File: config.mk
export PLATFORM = sky130hd
export DESIGN_NAME = uart_tx_fifo
export DESIGN_NICKNAME = d
export VERILOG_FILES = /design/src/rtl/uart_pkg.sv /design/src/rtl/sync_fifo.sv /design/src/rtl/uart_tx_fifo.sv
export SDC_FILE = /design/constraint.sdc
export NUM_CORES = 1
export LEC_CHECK = 0
export ABC_CLOCK_PERIOD_IN_PS = 4100
export CORE_UTILIZATION = 45
export CTS_CLUSTER_DIAMETER = 30
export CTS_CLUSTER_SIZE = 16
export DETAILED_ROUTE_END_ITERATION = 8
export PLACE_DENSITY = 0.65
export RECOVER_POWER = 25
export SYNTH_ARGS = -nofsm -noshare
export SYNTH_HDL_FRONTEND = slang
export SYNTH_SLANG_ARGS = --single-unit
File: constraint.sdc
create_clock -name clk -period 4.1 [get_ports clk]
set_input_delay 0.82 -clock clk [delete_from_list [all_inputs] [get_ports clk]]
set_output_delay 0.82 -clock clk [all_outputs]
set_load 0.005 [all_outputs]
File: src/rtl/uart_pkg.sv
// Definitions shared by the UART transmit and receive ends of the divider link.
package uart_pkg;

    // 50 MHz system clock / 9600 baud
    localparam int CLK_DIV_DEFAULT = 5208;

    localparam int DATA_BITS = 8;
    localparam int STOP_BITS = 1;

    typedef enum logic [1:0] {
        ST_IDLE  = 2'd0,
        ST_START = 2'd1,
        ST_DATA  = 2'd2,
        ST_STOP  = 2'd3
    } uart_state_e;

endpackage

File: src/rtl/sync_fifo.sv
// Single-clock FIFO with occupancy counter. A push is honoured only when the
// FIFO is not full on the pre-pop count, so a push that coincides with a pop
// while full is still dropped. DEPTH must be a power of two, at least 2.
module sync_fifo #(
    parameter int WIDTH = 8,
    parameter int DEPTH = 4
) (
    input  logic             clk,
    input  logic             rst,
    input  logic             push,
    input  logic [WIDTH-1:0] wr_data,
    input  logic             pop,
    output logic [WIDTH-1:0] rd_data,
    output logic             full,
    output logic             empty
);

    localparam int AW = (DEPTH > 1) ? $clog2(DEPTH) : 1;
    localparam int CW = $clog2(DEPTH) + 1;

    logic [WIDTH-1:0] mem_q [DEPTH];
    logic [WIDTH-1:0] mem_d [DEPTH];
    logic [AW-1:0]    wr_ptr_q, wr_ptr_d;
    logic [AW-1:0]    rd_ptr_q, rd_ptr_d;
    logic [CW-1:0]    count_q, count_d;
    logic             do_push;
    logic             do_pop;

    assign full    = (count_q == CW'(DEPTH));
    assign empty   = (count_q == '0);
    assign rd_data = mem_q[rd_ptr_q];

    // Next-state for storage, pointers (wrap naturally modulo DEPTH) and count
    always_comb begin
        mem_d    = mem_q;
        wr_ptr_d = wr_ptr_q;
        rd_ptr_d = rd_ptr_q;
        count_d  = count_q;
        do_push  = push & ~full;
        do_pop   = pop & ~empty;
        if (do_push) begin
            mem_d[wr_ptr_q] = wr_data;
            wr_ptr_d        = wr_ptr_q + AW'(1);
        end
        if (do_pop) begin
            rd_ptr_d = rd_ptr_q + AW'(1);
        end
        if (do_push && !do_pop) begin
            count_d = count_q + CW'(1);
        end else if (!do_push && do_pop) begin
            count_d = count_q - CW'(1);
        end
    end

    // Pointer and count registers
    always_ff @(posedge clk) begin
        if (rst) begin
            wr_ptr_q <= '0;
            rd_ptr_q <= '0;
            count_q  <= '0;
        end else begin
            wr_ptr_q <= wr_ptr_d;
            rd_ptr_q <= rd_ptr_d;
            count_q  <= count_d;
        end
    end

    // Storage array; contents are don't-care while the count says empty
    always_ff @(posedge clk) begin
        mem_q <= mem_d;
    end

endmodule

File: src/rtl/uart_tx_fifo.sv
// UART 8N1 transmitter fed through a small byte FIFO.
//
// state    | meaning
// ---------+-------------------------------------------------
// ST_IDLE  | line high, waiting for a queued byte
// ST_START | start bit (0) on the line
// ST_DATA  | data bits, LSB first, bit index in idx_q
// ST_STOP  | stop bit(s) (1); byte_done on the final cycle
module uart_tx_fifo
    import uart_pkg::*;
#(
    parameter int CLK_DIV    = CLK_DIV_DEFAULT,
    parameter int FIFO_DEPTH = 4
) (
    input  logic       clk,
    input  logic       rst,
    input  logic       tx_ready,
    input  logic [7:0] tx_data,
    output logic       txd,
    output logic       busy,
    output logic       fifo_full,
    output logic       overflow,
    output logic       byte_done
);

    localparam int CNT_W = (CLK_DIV > 1) ? $clog2(CLK_DIV) : 1;
    localparam int IDX_W = $clog2(DATA_BITS);
    localparam logic [CNT_W-1:0] CNT_LAST   = CNT_W'(CLK_DIV - 1);
    localparam logic [IDX_W-1:0] DATA_LAST  = IDX_W'(DATA_BITS - 1);
    localparam logic [IDX_W-1:0] STOP_LAST  = IDX_W'(STOP_BITS - 1);

    uart_state_e          state_q, state_d;
    logic [CNT_W-1:0]     cnt_q, cnt_d;
    logic [IDX_W-1:0]     idx_q, idx_d;
    logic [DATA_BITS-1:0] shift_q, shift_d;
    logic                 txd_q, txd_d;
    logic                 overflow_q, overflow_d;
    logic                 byte_done_q, byte_done_d;
    logic                 pop;
    logic                 fifo_empty;
    logic [7:0]           fifo_rd_data;
    logic                 bit_end;

    sync_fifo #(
        .WIDTH (8),
        .DEPTH (FIFO_DEPTH)
    ) u_fifo (
        .clk     (clk),
        .rst     (rst),
        .push    (tx_ready),
        .wr_data (tx_data),
        .pop     (pop),
        .rd_data (fifo_rd_data),
        .full    (fifo_full),
        .empty   (fifo_empty)
    );

    assign bit_end   = (cnt_q == CNT_LAST);
    assign txd       = txd_q;
    assign overflow  = overflow_q;
    assign byte_done = byte_done_q;
    assign busy      = (state_q != ST_IDLE) | ~fifo_empty;

    // Next state, baud counter, shifter and registered-output values
    always_comb begin
        state_d     = state_q;
        cnt_d       = cnt_q + CNT_W'(1);
        idx_d       = idx_q;
        shift_d     = shift_q;
        pop         = 1'b0;
        overflow_d  = overflow_q | (tx_ready & fifo_full);
        txd_d       = 1'b1;
        byte_done_d = 1'b0;

        case (state_q)
            ST_IDLE: begin
                cnt_d = '0;
                if (!fifo_empty) begin
                    pop     = 1'b1;
                    shift_d = fifo_rd_data;
                    state_d = ST_START;
                end
            end
            ST_START: begin
                if (bit_end) begin
                    cnt_d   = '0;
                    idx_d   = '0;
                    state_d = ST_DATA;
                end
            end
            ST_DATA: begin
                if (bit_end) begin
                    cnt_d = '0;
                    if (idx_q == DATA_LAST) begin
                        idx_d   = '0;
                        state_d = ST_STOP;
                    end else begin
                        shift_d = shift_q >> 1;
                        idx_d   = idx_q + IDX_W'(1);
                    end
                end
            end
            ST_STOP: begin
                if (bit_end) begin
                    cnt_d = '0;
                    if (idx_q != STOP_LAST) begin
                        idx_d = idx_q + IDX_W'(1);
                    end else if (!fifo_empty) begin
                        // next frame starts with no idle gap
                        pop     = 1'b1;
                        shift_d = fifo_rd_data;
                        state_d = ST_START;
                    end else begin
                        state_d = ST_IDLE;
                    end
                end
            end
            default: begin
                state_d = ST_IDLE;
                cnt_d   = '0;
            end
        endcase

        // Outputs are registered, so they are derived from the next state
        case (state_d)
            ST_START: txd_d = 1'b0;
            ST_DATA:  txd_d = shift_d[0];
            default:  txd_d = 1'b1;
        endcase
        byte_done_d = (state_d == ST_STOP) && (cnt_d == CNT_LAST) && (idx_d == STOP_LAST);
    end

    // State and output registers
    always_ff @(posedge clk) begin
        if (rst) begin
            state_q     <= ST_IDLE;
            cnt_q       <= '0;
            idx_q       <= '0;
            shift_q     <= '0;
            txd_q       <= 1'b1;
            overflow_q  <= 1'b0;
            byte_done_q <= 1'b0;
        end else begin
            state_q     <= state_d;
            cnt_q       <= cnt_d;
            idx_q       <= idx_d;
            shift_q     <= shift_d;
            txd_q       <= txd_d;
            overflow_q  <= overflow_d;
            byte_done_q <= byte_done_d;
        end
    end

endmodule

Yosys cells after proc, flatten, opt, wreduce, memory -nomap -nowiden
Cells that the tools add are included.
Widths: inputs -> output; s select.
Storage, ports and cells
  flip-flop bits (word level): 68
  bits in latches: 0
  memory bits (writable): 0
  ROM bits: 0
  input bits: 11
  memories kept: 0
Operators by class
  $add $sub $neg: 6
  $mul: 0
  div/mod/pow operators: 0
  order comparisons: 3
  equal/unequal tests: 14
  shifts and indexed selects: 0
  muxes and demuxes: 35
  bitwise operators: 9
  reductions and logical operators: 16
Operators by type and width (number)
  $mux 8: 8
  $bwmux 32: 1
  $eq 13x13->1 const B: 2
  $pmux 13 s2: 1
  $pmux 8 s3: 1
  $mux 3: 7
  $bmux 8 s2: 1
  $demux 8 s2: 1
  $add 13x1->13 const B: 1
  $mux 13: 1
  $mux 2: 6
  $pmux 3 s3: 1
  $eq 2x2->1 const B: 4
  $ne 2x2->1 const B: 4
  $pmux 2 s4: 1
  $add 3x1->3 const B: 2
  $eq 3x3->1 const B: 2
  $ge 3x3->1 const B: 2
  $logic_not 3->1: 2
  $not 2->3: 2
  $reduce_bool 3->1: 2
  $logic_and 1x1->1: 5
  $reduce_and 5->1: 1
  $add 2x1->2 const B: 2
  other kinds (12): 23

Longest topological paths before layout
Gate-level depths: netlist of run 1.
  word-level depth: 9
  gate-level depth with buffers: 12
  depth with buffers taken out: 12

Modules after synthesis
A second synthesis of run 1 with hierarchy kept.
Second synthesis, totals
  cell total of the unflattened synthesis: 313
  area total of the unflattened synthesis: 3595.9 um^2
By module, submodules not included
  uart_tx_fifo: times used 1, cells each 227, area each 2014.4 um^2
  sync_fifo: times used 1, cells each 86, area each 1581.5 um^2

Least setup slack after synthesis of run 1
Ideal clock, no wire load.
  kind: reg2reg
  start: register cnt_q[3]
  end: register u_fifo.count_q[2]
  setup time: 70 ps
  data arrival time: 2669 ps
  required time: 4030 ps
  path slack: 1361 ps
  cell stages (with the launch flop): 11
  path buffers: 1
  period minus slack after synthesis: 2739 ps
  path through: dfxtp_1 -> buf_6 -> or4_4 -> o41a_1 -> or3_4 -> ha_1 -> inv_1 -> fa_1 -> xor2_1 -> or3_1 -> a21oi_1
Between the ends
  cells in the longest elaborated chain, start to end: 7
  elaborated cells between the ends (all ways): 9
Ends and longest elaborated chain
  start: declaration: RTL line uart_tx_fifo.sv:33  | logic [CNT_W-1:0] cnt_q, cnt_d;
  start signal: assignment: RTL line uart_tx_fifo.sv:145  | cnt_q <= cnt_d;
  $eq 13x13->1 (*): RTL line uart_tx_fifo.sv:58  | assign bit_end = (cnt_q == CNT_LAST);
  $mux 1 (*): RTL line uart_tx_fifo.sv:104  | if (bit_end) begin
  $pmux 1 s2 (*): RTL line uart_tx_fifo.sv:75  | case (state_q)
  $and 1x1->1 (*): RTL line sync_fifo.sv:40  | do_pop = pop & ~empty;
  $logic_not 1->1: RTL line sync_fifo.sv:48  | if (do_push && !do_pop) begin
  $logic_and 1x1->1: RTL line sync_fifo.sv:48
  $mux 3 or $reduce_bool 2->1 (tied branches)
  end signal: assignment: RTL line sync_fifo.sv:64  | count_q <= count_d;
  end: declaration: RTL line sync_fifo.sv:25  | logic [CW-1:0] count_q, count_d;
Mark *: on every way between the ends. The rest lies on a longest branch, timed or not.
A chain may end at the register's enable or synchronous reset.

Worst setup path after layout of run 1
Same ends and word-level chain as after synthesis.

==> results of run 1 <==
## sequential cells by signal (all words and copies together), names as in the netlist
register,cells
u_fifo.mem_q,32
cnt_q,13
shift_q,8
idx_q,3
u_fifo.count_q,3
state_q,2
u_fifo.rd_ptr_q,2
u_fifo.wr_ptr_q,2
byte_done,1
overflow,1
txd,1
## cell type report
| class | count | area share [%] |
|---|---|---|
| sequential | 68 | 46.11 |
| multi-input combinational | 184 | 39.18 |
| timing repair buffer | 16 | 4.322 |
| clock buffer | 9 | 3.396 |
| tap | 96 | 3.293 |
| clock inverter | 7 | 2.264 |
| inverter | 14 | 1.441 |
## power by group
group	total, W	switching (W)	internal, W
clock network	0.000572	0.000282	0.000290
registers	0.000883	0.0000764	0.000807
logic	0.000540	0.000282	0.000258
total	0.00200	0.000641	0.00135
## worst max-delay path by stage
stage          cells past startpoint  slack [ns]                              to                start
2_1_floorplan                     10        1.36  u_fifo.count_q[2]$_SDFFE_PP0P_  cnt_q[3]$_SDFF_PP0_
3_3_place_gp                       8        1.10  u_fifo.count_q[2]$_SDFFE_PP0P_             tx_ready
3_5_place_dp                       8        0.99  u_fifo.count_q[2]$_SDFFE_PP0P_             tx_ready
4_1_cts                            9        1.17  u_fifo.count_q[2]$_SDFFE_PP0P_  cnt_q[3]$_SDFF_PP0_
5_1_grt                           10        1.03  u_fifo.count_q[2]$_SDFFE_PP0P_  cnt_q[0]$_SDFF_PP0_
6_report                           9        1.19  u_fifo.count_q[2]$_SDFFE_PP0P_  cnt_q[3]$_SDFF_PP0_
## routing by layer
layer / part of all wire, % / up-vias / wire, um / global-route usage (%)
met4: 1.4 / 0 / 85 / 5.812
met1: 46 / 1045 / 2707 / 22.41
met5: 0 / - / 0 / 0
met3: 3.9 / 10 / 231 / 7.299
met2: 49 / 37 / 2883 / 28.41
li1: - / 1051 / - / -
## kinds of logic (layout without fill, tap and decap cells)
group	count (synthesis)	in the layout	share of synthesized area (%)
simple gates	95	95	15.91
flops	68	68	51.40
compound gates	46	46	10.52
buf+inv	26	46	4.933
fa+ha+maj	18	18	7.113
xor+xnor	15	15	4.015
mux	10	10	6.118
## metrics by stage
stage | instance area, um2 | setup slack (ns) | hold WS [ns] | power (W) | cells
final | 3647 | 1.189 | 0.4688 | 0.001996 | 394
after global routing | 3647 | 1.031 | 0.4847 | 0.002125 | 394
after CTS | 3647 | 1.171 | 0.4753 | 0.002021 | 394
after detailed placement | 3441 | 0.9915 | 0.4547 | 0.001443 | 378
after global placement | 3441 | 1.095 | 0.4507 | 0.001438 | 378
after floorplan | 3272 | 1.361 | 0.4327 | 0.001290 | 278
## worst reg2reg max path: cells and delay by family (launching register included)
| family | cells | cell delay [ns] |
|---|---|---|
| AOI/OAI and AO/OA | 2 | 0.64 |
| DFF | 1 | 0.39 |
| xor gates and xnor gates | 1 | 0.07 |
| buffers and inverters | 1 | 0.08 |
| adders and majority gates | 2 | 0.40 |
| and+or+nand+nor | 3 | 1.27 |
## cells in the mapped netlist, drive strengths merged (2+ instances only)
master	n	area share, %
nand4	4	0.76
or3	7	1.5
a22oi	7	1.6
o41ai	2	0.54
nand4b	2	0.54
and2	4	0.76
clkbuf	8	1.5
o21ai	6	0.92
ha	17	6.5
mux4	8	5.5
nor2b	4	0.76
nor4b	4	1.3
nand2b	4	0.76
a2bb2oi	2	0.54
nand2	12	1.4
and3	2	0.38
edfxtp	32	29
nand3	4	0.61
nor2	30	3.4
xnor2	5	1.3
mux2i	2	0.61
inv	14	1.6
a21o	2	0.46
dfxtp	36	22
xor2	10	2.7
nor4	2	0.38
buf	3	0.80
nor3	9	1.4
a21oi	11	1.7
and4b	2	0.61
o2bb2ai	6	1.8
==> results by group, run 1 <==
Synth
  – Netlist cell types: 53
  – Syn Inst Count: 278
  – Synthesized Nets: 307
  – Prevailing post-synth register cell: dfxtp_1
  – Number of synthesized register bits: 68
  – Post-synth EDFFs: 32
  – Post-synthesis sequential area ratio: 51.40%
  – Synth Area per Inst: 11.77 um2
  – Ys async rst share: 0%
  – Synth Cell Area: 0.003272 mm2
  – YS warnings: 0

Cells and area
  – Commonest non-fill, non-tap cell in the layout: dfxtp_1
  – Layout cells sized above 1: 10.74%
  – Final #Nets: 322
  – Inserted Diodes: 0
  – Multi-input logic area: 0.001429 mm2
  – Commonest non-fill, non-tap cells in the layout: dfxtp_1, edfxtp_1, nor2_1
  – Area occupied by registers: 0.001682 mm2
  – Fillers: 643
  – Fin util: 52.81%
  – Area grow syn2layout: 11.47%

Clocking
  – CTS root buf: clkbuf_8
  – TritonCTS buffer count: 9
  – CTS tree: done
  – Max H-tree Level: 3
  – # clock sinks: 68
  – Hold-fix buffers, CTS: 0
  – Reg clk slew, reported paths: 0.08 ns
  – Setup repair bufs after CTS: 0
  – Clock latency on the worst-skew pair: 0.35 ns
  – Post_cts resized: 0
  – Max Root-Sink Buffers: 2

Critical path
  – R2r worst-path depth: 9
  – Family with the most delay on the worst path: simple AND/OR/NAND/NOR gates
  – Crit path max-delay cell type: or4_4
  – Bufs and invs on worst path: 1
  – Worst setup SP type: register
  – Crit-path max FO: 8
  – Critical path required time: 4.38 ns
  – CP endpoint kind: register
  – Worst R2R Start: cnt_q[3]$_SDFF_PP0_
  – R2r endpoint: u_fifo.count_q[2]$_SDFFE_PP0P_
  – Crit path cell chain: or4_4, o41a_1, or3_4, ha_1, inv_1, fa_1, xor2_1, or3_1, a21oi_1
  – CP Class: register to register
  – Worst path arrival time: 3.20 ns
  – R2r setup slk: 1.19 ns
  – Worst stage delay on the critical path: 0.58 ns

Routing
  – Vias per inst: 5.439
  – Antenna Nets Post-Route: 0
  – WL per Instance: 14.99 um
  – Drc violations: 0
  – Final WL: 5.908 mm
  – DRT iter0 DRCs: 113
  – Routed via count: 2143
  – 1st-pass router iterations: 6

Global route
  – First-pass GRT wire length: 10.04 mm
  – Grt ovf: 0
  – Largest net degree at the start of global routing: 21
  – Vias in the first global route: 2060
  – Total GRT Usage: 17.96%
  – Initial antenna violation count: 0

Floorplanning
  – Total Die Area: 0.007616 mm2
  – Chip Height: 87.27 um
  – Core Region: 0.006907 mm2
  – FP Rows: 30
  – # IOs: 16
  – Initial Util: 47.37%
  – Die Span X: 87.27 um

Timing
  – RSZ-0062 raised after global routing: false
  – Slew HR: 41.11%
  – Setup violators final: 0
  – Max-slew violation count: 0
  – Fin crit period: 2.911 ns
  – Final Hold Fails: 0
  – F_max: 0.3435 GHz
  – Worst Skew: 0.009437 ns
  – Setup_tns: 0 ns
  – Slew @ Worst Pin: 0.8767 ns
  – Period utilization: 71.01%

Power
  – Static leakage: 1.285 nW
  – Worst vdd ir: 283.3 uV
  – P per Cell Area: 547.2 mW/mm2

Min path
  – Hold Crit Start: shift_q[4]$_SDFFE_PP0P_
  – Worst hold-check path type: register to register
  – WHS Path Cells: 1
  – Hold path endpoint: shift_q[4]$_SDFFE_PP0P_

Run status
  – Outcome: completed

Place
  – GPL Wtd Cong: 0.8083
  – IO Port Bufs: 15
  – DP Wirelength: 4.060 mm

Flow run
  – Max_cap viols: 0
Note: power is estimated with default switching activity, not from simulation.
==> inputs of run 2 (changes only) <==
- ABC_CLOCK_PERIOD_IN_PS: 4100 -> 2510
- PLACE_DENSITY: 0.65 -> 0.68
- clock period: 4.1 -> 2.51 ns (I/O delays scaled with it)
==> run 2 against run 1 <==
  * The flow now finishes with violations (negative setup slack)
  * Die area unchanged
  * Routed wire length increased by 9.1%
  * Via count up 6.3%
  * Clock skew grew 0.0013 ns
  * Hold slack improved by 0.0056 ns
  * Maximum frequency up 13%
  * Cell count grew 8.4%
  * Power grew 71%
  * Critical path type unchanged
==> results by group, run 2 (same netlist as run 1, synthesis figures left out) <==
Routing
  – DRT iter0 DRCs: 135 (was 113)
  – Final WL: 6.446 mm (was 5.908 mm)
  – Vias per inst: 5.333 (was 5.439)
  – Drc violations: 0 (unchanged)
  – WL per Instance: 15.10 um (was 14.99 um)
  – Antenna Nets Post-Route: 0 (unchanged)
  – 1st-pass router iterations: 4 (was 6)
  – Routed via count: 2277 (was 2143)

Global route
  – Initial antenna violation count: 0 (unchanged)
  – Vias in the first global route: 2317 (was 2060)
  – Total GRT Usage: 19.01% (was 17.96%)
  – Grt ovf: 0 (unchanged)
  – Largest net degree at the start of global routing: 20 (was 21)
  – First-pass GRT wire length: 10.91 mm (was 10.04 mm)

Run status
  – Outcome: finished with violations (was completed)
  – Failing checks: negative setup slack

Clocking
  – # clock sinks: 68 (unchanged)
  – TritonCTS buffer count: 9 (unchanged)
  – Hold-fix buffers, CTS: 0 (unchanged)
  – Max H-tree Level: 3 (unchanged)
  – CTS root buf: clkbuf_8 (unchanged)
  – CTS tree: done (unchanged)
  – Clock latency on the worst-skew pair: 0.35 ns (about the same)
  – Max Root-Sink Buffers: 2 (unchanged)
  – Reg clk slew, reported paths: 0.08 ns (about the same)

Timing
  – Final Hold Fails: 0 (unchanged)
  – Fin crit period: 2.574 ns (was 2.911 ns)
  – RSZ-0062 raised after global routing: true (was false)
  – Slew HR: 66.90% (was 41.11%)
  – F_max: 0.3885 GHz (was 0.3435 GHz)
  – Final WS setup: -0.06411 ns (was 1.189 ns)
  – Period utilization: 102.6% (was 71.01%)
  – Max-slew violation count: 0 (unchanged)
  – Worst Skew: 0.01072 ns (was 0.009437 ns)
  – Setup violators final: 2 (was 0)
  – Setup_tns: -0.06541 ns (was 0 ns)
  – Slew @ Worst Pin: 0.4900 ns (was 0.8767 ns)

Cells and area
  – Largest register FFs: 32 (unchanged)
  – Area grow syn2layout: 20.92% (was 11.47%)
  – Inserted Diodes: 0 (unchanged)
  – Largest Register: u_fifo.mem_q (unchanged)
  – Largest registers: u_fifo.mem_q: 32 flops, cnt_q: 13 flops, shift_q: 8 flops (unchanged)
  – Final #Nets: 355 (was 322)
  – Final instance area: 0.003956 mm2 (was 0.003647 mm2)
  – Commonest non-fill, non-tap cells in the layout: buf_4, dfxtp_1, edfxtp_1 (was dfxtp_1, edfxtp_1, nor2_1)
  – Area occupied by registers: 0.001689 mm2 (was 0.001682 mm2)
  – Layout cells sized above 1: 23.56% (was 10.74%)
  – Commonest non-fill, non-tap cell in the layout: buf_4 (was dfxtp_1)
  – Fin util: 57.28% (was 52.81%)
  – Multi-input logic area: 0.001481 mm2 (was 0.001429 mm2)
  – Final non-filler cell total: 427 (was 394)
  – Fillers: 581 (was 643)

Floorplanning
  – Initial Util: 47.37% (unchanged)
  – Total Die Area: 0.007616 mm2 (unchanged)
  – # IOs: 16 (unchanged)
  – Core Region: 0.006907 mm2 (unchanged)
  – FP Rows: 30 (unchanged)
  – Chip Height: 87.27 um (unchanged)
  – Die Span X: 87.27 um (unchanged)

Critical path
  – Worst path arrival time: 2.86 ns (was 3.20 ns)
  – Worst R2R Start: cnt_q[3]$_SDFF_PP0_ (unchanged)
  – Crit-path max FO: 3 (was 8)
  – Worst setup SP type: register (unchanged)
  – CP endpoint kind: register (unchanged)
  – CP Class: register to register (unchanged)
  – Critical path required time: 2.79 ns (was 4.38 ns)
  – Setup crit start: cnt_q[3]$_SDFF_PP0_ (unchanged)

Place
  – IO Port Bufs: 15 (unchanged)
  – Placed Area: 0.003694 mm2 (was 0.003441 mm2)
  – DP Wirelength: 4.551 mm (was 4.060 mm)
  – GPL Wtd Cong: 0.8939 (was 0.8083)
  – Inst Count DP: 410 (was 378)

Min path
  – Worst hold-check path type: register to register (unchanged)
  – Hold Crit Start: shift_q[4]$_SDFFE_PP0P_ (unchanged)

Power
  – P per Cell Area: 863.2 mW/mm2 (was 547.2 mW/mm2)
  – Static leakage: 1.445 nW (was 1.285 nW)
  – Worst vdd ir: 523.9 uV (was 283.3 uV)
  – Total power: 0.003415 W (was 0.001996 W)

Flow run
  – Max_cap viols: 0 (unchanged)
-- run 2: worst paths after layout --
check | end | slack [ns] | depth (start not counted)
max | u_fifo.count_q[2]$_SDFFE_PP0P_ | -0.06 | 9
min | shift_q[4]$_SDFFE_PP0P_ | 0.47 | 1
max reg2reg | u_fifo.count_q[2]$_SDFFE_PP0P_ | -0.06 | 9
min reg2reg | shift_q[4]$_SDFFE_PP0P_ | 0.47 | 1
-- run 2: layout make-up --
cell class	count	share of cell area [%]
Inverter	14	1.328
Clock inverter	7	2.119
Multi-Input combinational cell	184	37.44
Clock buffer	9	3.131
Tap cell	96	3.036
Sequential cell	68	42.69
Timing Repair Buffer	49	10.25
-- run 2: power by group --
| group | total (W) | internal (W) | switching [W] |
|---|---|---|---|
| sequential | 0.00140 | 0.00132 | 0.0000847 |
| combinational | 0.00108 | 0.000526 | 0.000549 |
| clock | 0.000938 | 0.000476 | 0.000462 |
| total | 0.00342 | 0.00232 | 0.00110 |
-- run 2: metal layers --
metal / wire (um) / GRT usage, % / vias up
li1: - / - / 1124
met1: 3067 / 24.91 / 1096
met2: 3055 / 29.97 / 46
met3: 206 / 4.171 / 11
met4: 118 / 9.091 / 0
met5: 0 / 0 / -
-- run 2: through the flow --
step / hold slack [ns] / worst slack (ns)
2_1_floorplan: 0.4327 / -0.1135
3_3_place_gp: 0.4492 / 0.03375
3_5_place_dp: 0.4530 / -0.03725
4_1_cts: 0.4757 / -0.05829
5_1_grt: 0.4947 / -0.1376
6_report: 0.4744 / -0.06411
-- run 2: repair_timing --
action                                  CTS  global route
pin swaps                                 0             3
gates resized for setup                   1            12
endpoints found under the setup margin    1             4
hold endpoints to repair                  0             0
cloned                                    0             0
setup buffers                             0             1
-- run 2: critical path, cell delays in order (launching register included) --
cell,delay (ns)
dfxtp_2,0.33
or4_4,0.54
o41a_1,0.36
or3_4,0.37
ha_4,0.18
inv_2,0.05
fa_1,0.17
xor2_1,0.07
or3_1,0.30
a21oi_1,0.14
==> inputs of run 3 (changes only) <==
- CTS_BUF_LIST: default -> sky130_fd_sc_hd__clkbuf_4 sky130_fd_sc_hd__clkbuf_8
==> results of run 3 <==
Same layout as run 2: the final DEF is identical, and so are final timing and power.
==> patch 1: new RTL, config.mk and constraints of run 2 <==
Change the parameter `FIFO_DEPTH` from 4 to 8.
--- a/src/rtl/uart_tx_fifo.sv
+++ b/src/rtl/uart_tx_fifo.sv
@@ -12,3 +12,3 @@
     parameter int CLK_DIV    = CLK_DIV_DEFAULT,
-    parameter int FIFO_DEPTH = 4
+    parameter int FIFO_DEPTH = 8
 ) (
Formal check against the unedited RTL: not equivalent (Yosys sat finds a counterexample within 10 cycles, from zero or initial values and one cycle with rst high).
==> patch 1 against run 2 <==
The flow still finishes with violations (negative setup slack); area after synthesis up 45%; sequential cell count grew 35; worst setup slack gained 0.0052 ns; design area increased by 44%; synthesized cell count grew 34%; power up 56%; cell count is 35% higher; wire length up 42%; sequential share of layout area grew 4.9 points.
==> patch 1: results (changes against run 2) <==
stage;metric;value;unit;change
grt;gr-usage-all-layers;0.184;;was 0.190
finish;drive_gt1_frac;0.260;;was 0.236
yosys;synth_xor_area_frac;0.0370;;was 0.0402
yosys;ys_seq_area_frac;0.571;;was 0.514
finish;final_cells;578;;was 427
route;viasPerCell;5.28;;was 5.33
clock_tree;clk_pin_slew;0.11;ns;was 0.08 ns
timing;whs;0.495;ns;was 0.474 ns
yosys;synth_compound_area_frac;0.0664;;was 0.105
yosys;synth_common_cells;64 x edfxtp_1, 51 x nor2_1, 39 x dfxtp_1;;was 36 x dfxtp_1, 32 x edfxtp_1, 30 x nor2_1
placed_design;place_congestion;0.798;;was 0.894
timing;layout_setup_ws;-0.0589;ns;was -0.0641 ns
outcome;violations;negative setup slack;;unchanged
finish;top_regs;u_fifo.mem_q (64), cnt_q (13), shift_q (8);;was u_fifo.mem_q (32), cnt_q (13), shift_q (8)
yosys;synth_area_leaders;edfxtp_1 41%, dfxtp_1 16%, mux4_2 7.6%;;was edfxtp_1 29%, dfxtp_1 22%, ha_1 6.5%
placed_design;placed_cells;558;;was 410
critical_path;cp.arrival;2.87;ns;was 2.86 ns
grt;grt_max_degree;27;;was 20
pwr;power_leakage;2.03;nW;was 1.44 nW
yosys;synth_mux_area_frac;0.0997;;was 0.0612
timing;setup_violations;2;;unchanged
worst_hold_path;hold_depth;2;;was 1
yosys;synth_adder_area_share;0.0492;;was 0.0711
timing;slew-limit-headroom;0.658;;was 0.669
critical_path;cpMaxStageDelayCell;dfxtp_4;;was or4_4
placed_design;hpwl;6.18;mm;was 4.55 mm
critical_path;cp_slowest_stage_delay;0.38;ns;was 0.54 ns
placed_design;pre_cts_ws;-0.106;ns;was -0.0373 ns
route;first_iter_violations;198;;was 135
timing;skew;0.0180;ns;was 0.0107 ns
outcome;status;finished, violations left;;unchanged
[patch 1: changes by cell type in the layout (fill, tap and decap cells not counted), sizes merged, moves of 8 or more]
| cell | run 2 | this run |
|---|---|---|
| a211oi | 1 | 12 |
| nor2 | 30 | 52 |
| mux4 | 8 | 16 |
| nand2 | 12 | 20 |
| buf | 34 | 57 |
| mux2i | 2 | 10 |
| edfxtp | 32 | 64 |
[patch 1: per-stage QoR]
stage	util	cell area, µm²	setup TNS [ns]	power, W
6_report	0.554	5700	-0.0992	0.00532
5_1_grt	0.554	5700	-0.375	0.00570
4_1_cts	0.550	5650	-0.0628	0.00535
3_5_place_dp	0.527	5410	-0.106	0.00421
3_3_place_gp	0.527	5410	-0.0529	0.00415
2_1_floorplan	-	4780	-0.443	0.00354
[patch 1: power groups by stage]
stage / clock network (W) / logic [W] / registers [W]
finish: 0.00108 / 0.00215 / 0.00209
global route: 0.00118 / 0.00240 / 0.00211
CTS: 0.00112 / 0.00214 / 0.00209
detailed placement: 0 / 0.00208 / 0.00213
global placement: 0 / 0.00204 / 0.00212
floorplan: 0 / 0.00142 / 0.00211
[patch 1: logic make-up (layout without fill, tap and decap cells)]
kind of cell    after synthesis  in the layout
simple gates                129            129
flops                       103            103
compound gates               46             46
buf+inv                      29             99
mux                          27             27
xor+xnor                     20             20
fa+ha+maj                    18             18
[patch 1: timing repair]
action | 4_1_cts | 5_1_grt
resized for setup | 2 | 7
endpoints found under the setup margin | 2 | 5
pin swaps | 6 | 7
buffers inserted | 2 | 2
[patch 1: worst max-delay path by stage]
stage / start / endpoint / slack, ns
3_3_place_gp: cnt_q[1] / u_fifo.count_q[3] / -0.05
3_5_place_dp: cnt_q[1] / u_fifo.count_q[3] / -0.11
5_1_grt: cnt_q[1] / u_fifo.count_q[3] / -0.21
6_report: cnt_q[1] / u_fifo.count_q[3] / -0.06
4_1_cts: cnt_q[1] / u_fifo.count_q[3] / -0.06
2_1_floorplan: cnt_q[0] / u_fifo.count_q[3] / -0.38
[patch 1: area by class of cell]
cell class / instances / area [µm²] / share of cell area
flip-flops and latches: 103 / 2710 / 0.476
multi-input cells: 240 / 1970 / 0.346
repair buffers: 72 / 594 / 0.104
well taps: 136 / 170 / 0.0299
clock buffers: 9 / 124 / 0.0217
clock inverters: 7 / 83.8 / 0.0147
inverters: 11 / 41.3 / 0.00725
[patch 1: routing by layer]
layer	track usage	share of wire	wire length (µm)	vias to the layer above
met5	0	0	0	-
met4	0.0745	0.015	135	0
met3	0.0418	0.041	376	10
met2	0.312	0.51	4650	48
met1	0.228	0.44	4000	1486
li1	-	-	-	1506
[patch 1: worst min-delay path, stage by stage (launching register included)]
cell	delay [ns]
dfxtp_1	0.35
a21oi_1	0.04
nor2_1	0.07
==> patch 2: new RTL, flow settings as in run 2 <==
Without the edit above. Encoding of `uart_state_e`: now one-hot (4 bits for 4 states).
--- a/src/rtl/uart_pkg.sv
+++ b/src/rtl/uart_pkg.sv
@@ -9,7 +9,7 @@
 
-    typedef enum logic [1:0] {
-        ST_IDLE  = 2'd0,
-        ST_START = 2'd1,
-        ST_DATA  = 2'd2,
-        ST_STOP  = 2'd3
+    typedef enum logic [3:0] {
+        ST_IDLE  = 4'b0001,
+        ST_START = 4'b0010,
+        ST_DATA  = 4'b0100,
+        ST_STOP  = 4'b1000
     } uart_state_e;
Function: same outputs for any inputs over 10 cycles, from zero or initial values and one cycle with rst high; not proved beyond that.
==> patch 2 against run 2 <==
Cell count up 6.6%; power up 15%; largest power group unchanged; fmax up 7.1%; synthesized cell count up 15%; design area up 4.0%; via count up 12%; sequential cell count up 2; area after synthesis up 7.1%; critical path depth up 3; worst setup slack better by 0.17 ns; wire length up 6.2%.
==> patch 2: results (changes against run 2) <==
stage;metric;value;unit;change
outcome;status;completed;;was finished, violations left
pwr;p_sw_frac;0.332;;was 0.321
grt;grt_max_degree;26;;was 20
finish;final_nets;372;;was 355
finish;n_fill_cell;636;;was 581
placed_design;place_congestion;0.852;;was 0.894
yosys;synthArstFlopShare;0;;unchanged
finish;ff_latch_area;1730;µm²;was 1690 µm²
finish;signal_buffers;38;;was 49
yosys;netlist_instances;320;;was 278
pwr;power_frac_seq;0.391;;was 0.411
finish;clock_cell_area_share;0.0553;;was 0.0525
finish;multi_input_area_share;0.401;;was 0.374
worst_hold_path;hold_depth;1;;unchanged
grt;gr-usage-met3;0.0516;;was 0.0417
yosys;synth_adder_area_share;0.0379;;was 0.0711
critical_path;cp_top_family;adder cells;;was simple AND/OR/NAND/NOR gates
grt;gr-usage-all-layers;0.180;;was 0.190
yosys;synth_common_cells;38 x dfxtp_1, 34 x nor2_1, 32 x edfxtp_1;;was 36 x dfxtp_1, 32 x edfxtp_1, 30 x nor2_1
route;wl;6.84;mm;was 6.45 mm
finish;drive_gt1_frac;0.185;;was 0.236
yosys;syn_nets;341;;was 307
finish;multi_input_cells;214;;was 184
grt;use_met1;0.225;;was 0.249
finish;final_area;4120;µm²;was 3960 µm²
critical_path;cp_slowest_stage_delay;0.35;ns;was 0.54 ns
placed_design;io_buffer_count;15;;unchanged
placed_design;dpl_cell_area;3870;µm²;was 3690 µm²
finish;inverters;18;;was 14
yosys;synth_compound_area_frac;0.154;;was 0.105
die;dieArea;8140;µm²;was 7620 µm²
timing;skew;0.00814;ns;was 0.0107 ns
pwr;power_frac_clock;0.263;;was 0.275
pwr;ir_worst_vdd;0.000562;V;was 0.000524 V
critical_path;crit_fanout;4;;was 3
critical_path;cp.arrival;2.70;ns;was 2.86 ns
grt;grt_use_met2;0.290;;was 0.300
yosys;synth_mux_area_frac;0.0604;;was 0.0612
yosys;ys_warn_count;0;;unchanged
timing;worstMarginPinSlew;0.685;ns;was 0.490 ns
route;wire_per_inst;15.0;µm;was 15.1 µm
yosys;ys_seq_area_frac;0.491;;was 0.514
yosys;synth_cell_types;65;;was 53
grt;grt_pass1_wl;11.6;mm;was 10.9 mm
critical_path;r2r_cells;12;;was 9
placed_design;hpwl;4.83;mm;was 4.55 mm
yosys;synth_area_leaders;edfxtp_1 27%, dfxtp_1 22%, mux4_2 5.1%;;was edfxtp_1 29%, dfxtp_1 22%, ha_1 6.5%
route;viasPerCell;5.61;;was 5.33
yosys;synth_xor_area_frac;0.0400;;was 0.0402
yosys;synth-seq-cells;70;;was 68
grt;first_global_vias;2454;;was 2317
finish;buffer_area_frac;0.0784;;was 0.102
pwr;power_leakage;1.43;nW;was 1.44 nW
placed_design;placed_cells;439;;was 410
route;first_iter_violations;124;;was 135
pwr;switching_power;0.00131;W;was 0.00110 W
critical_path;cpMaxStageDelayCell;dfxtp_2;;was or4_4
placed_design;pre_cts_ws;0.0705;ns;was -0.0373 ns
finish;diodes;0;;unchanged
==> patch 2: cells by family (layout without fill, tap and decap cells) <==
group | count (synthesis) | after routing
compound gates | 73 | 73
xor+xnor | 16 | 16
fa+ha+maj | 10 | 10
buf+inv | 36 | 72
flops | 70 | 70
mux | 11 | 11
simple gates | 104 | 104
==> patch 2: metal layers <==
layer | routed length [µm] | vias up | share of wire
met1 | 3220 | 1231 | 0.47
met4 | 148 | 0 | 0.022
met5 | 0 | - | 0
li1 | - | 1264 | -
met3 | 222 | 14 | 0.032
met2 | 3250 | 43 | 0.48
==> patch 2: final timing paths <==
path	from	endpoint	slack [ns]
worst max register to register	idx_q[0]	u_fifo.count_q[2]	0.11
worst min register to register	cnt_q[0]	cnt_q[0]	0.45
worst min-delay path	cnt_q[0]	cnt_q[0]	0.45
worst max-delay path	idx_q[0]	u_fifo.count_q[2]	0.11
==> patch 2: what timing repair did <==
action	in CTS	in global routing
endpoints found under the setup margin	1	2
pin swaps	0	0
resized for setup	1	4
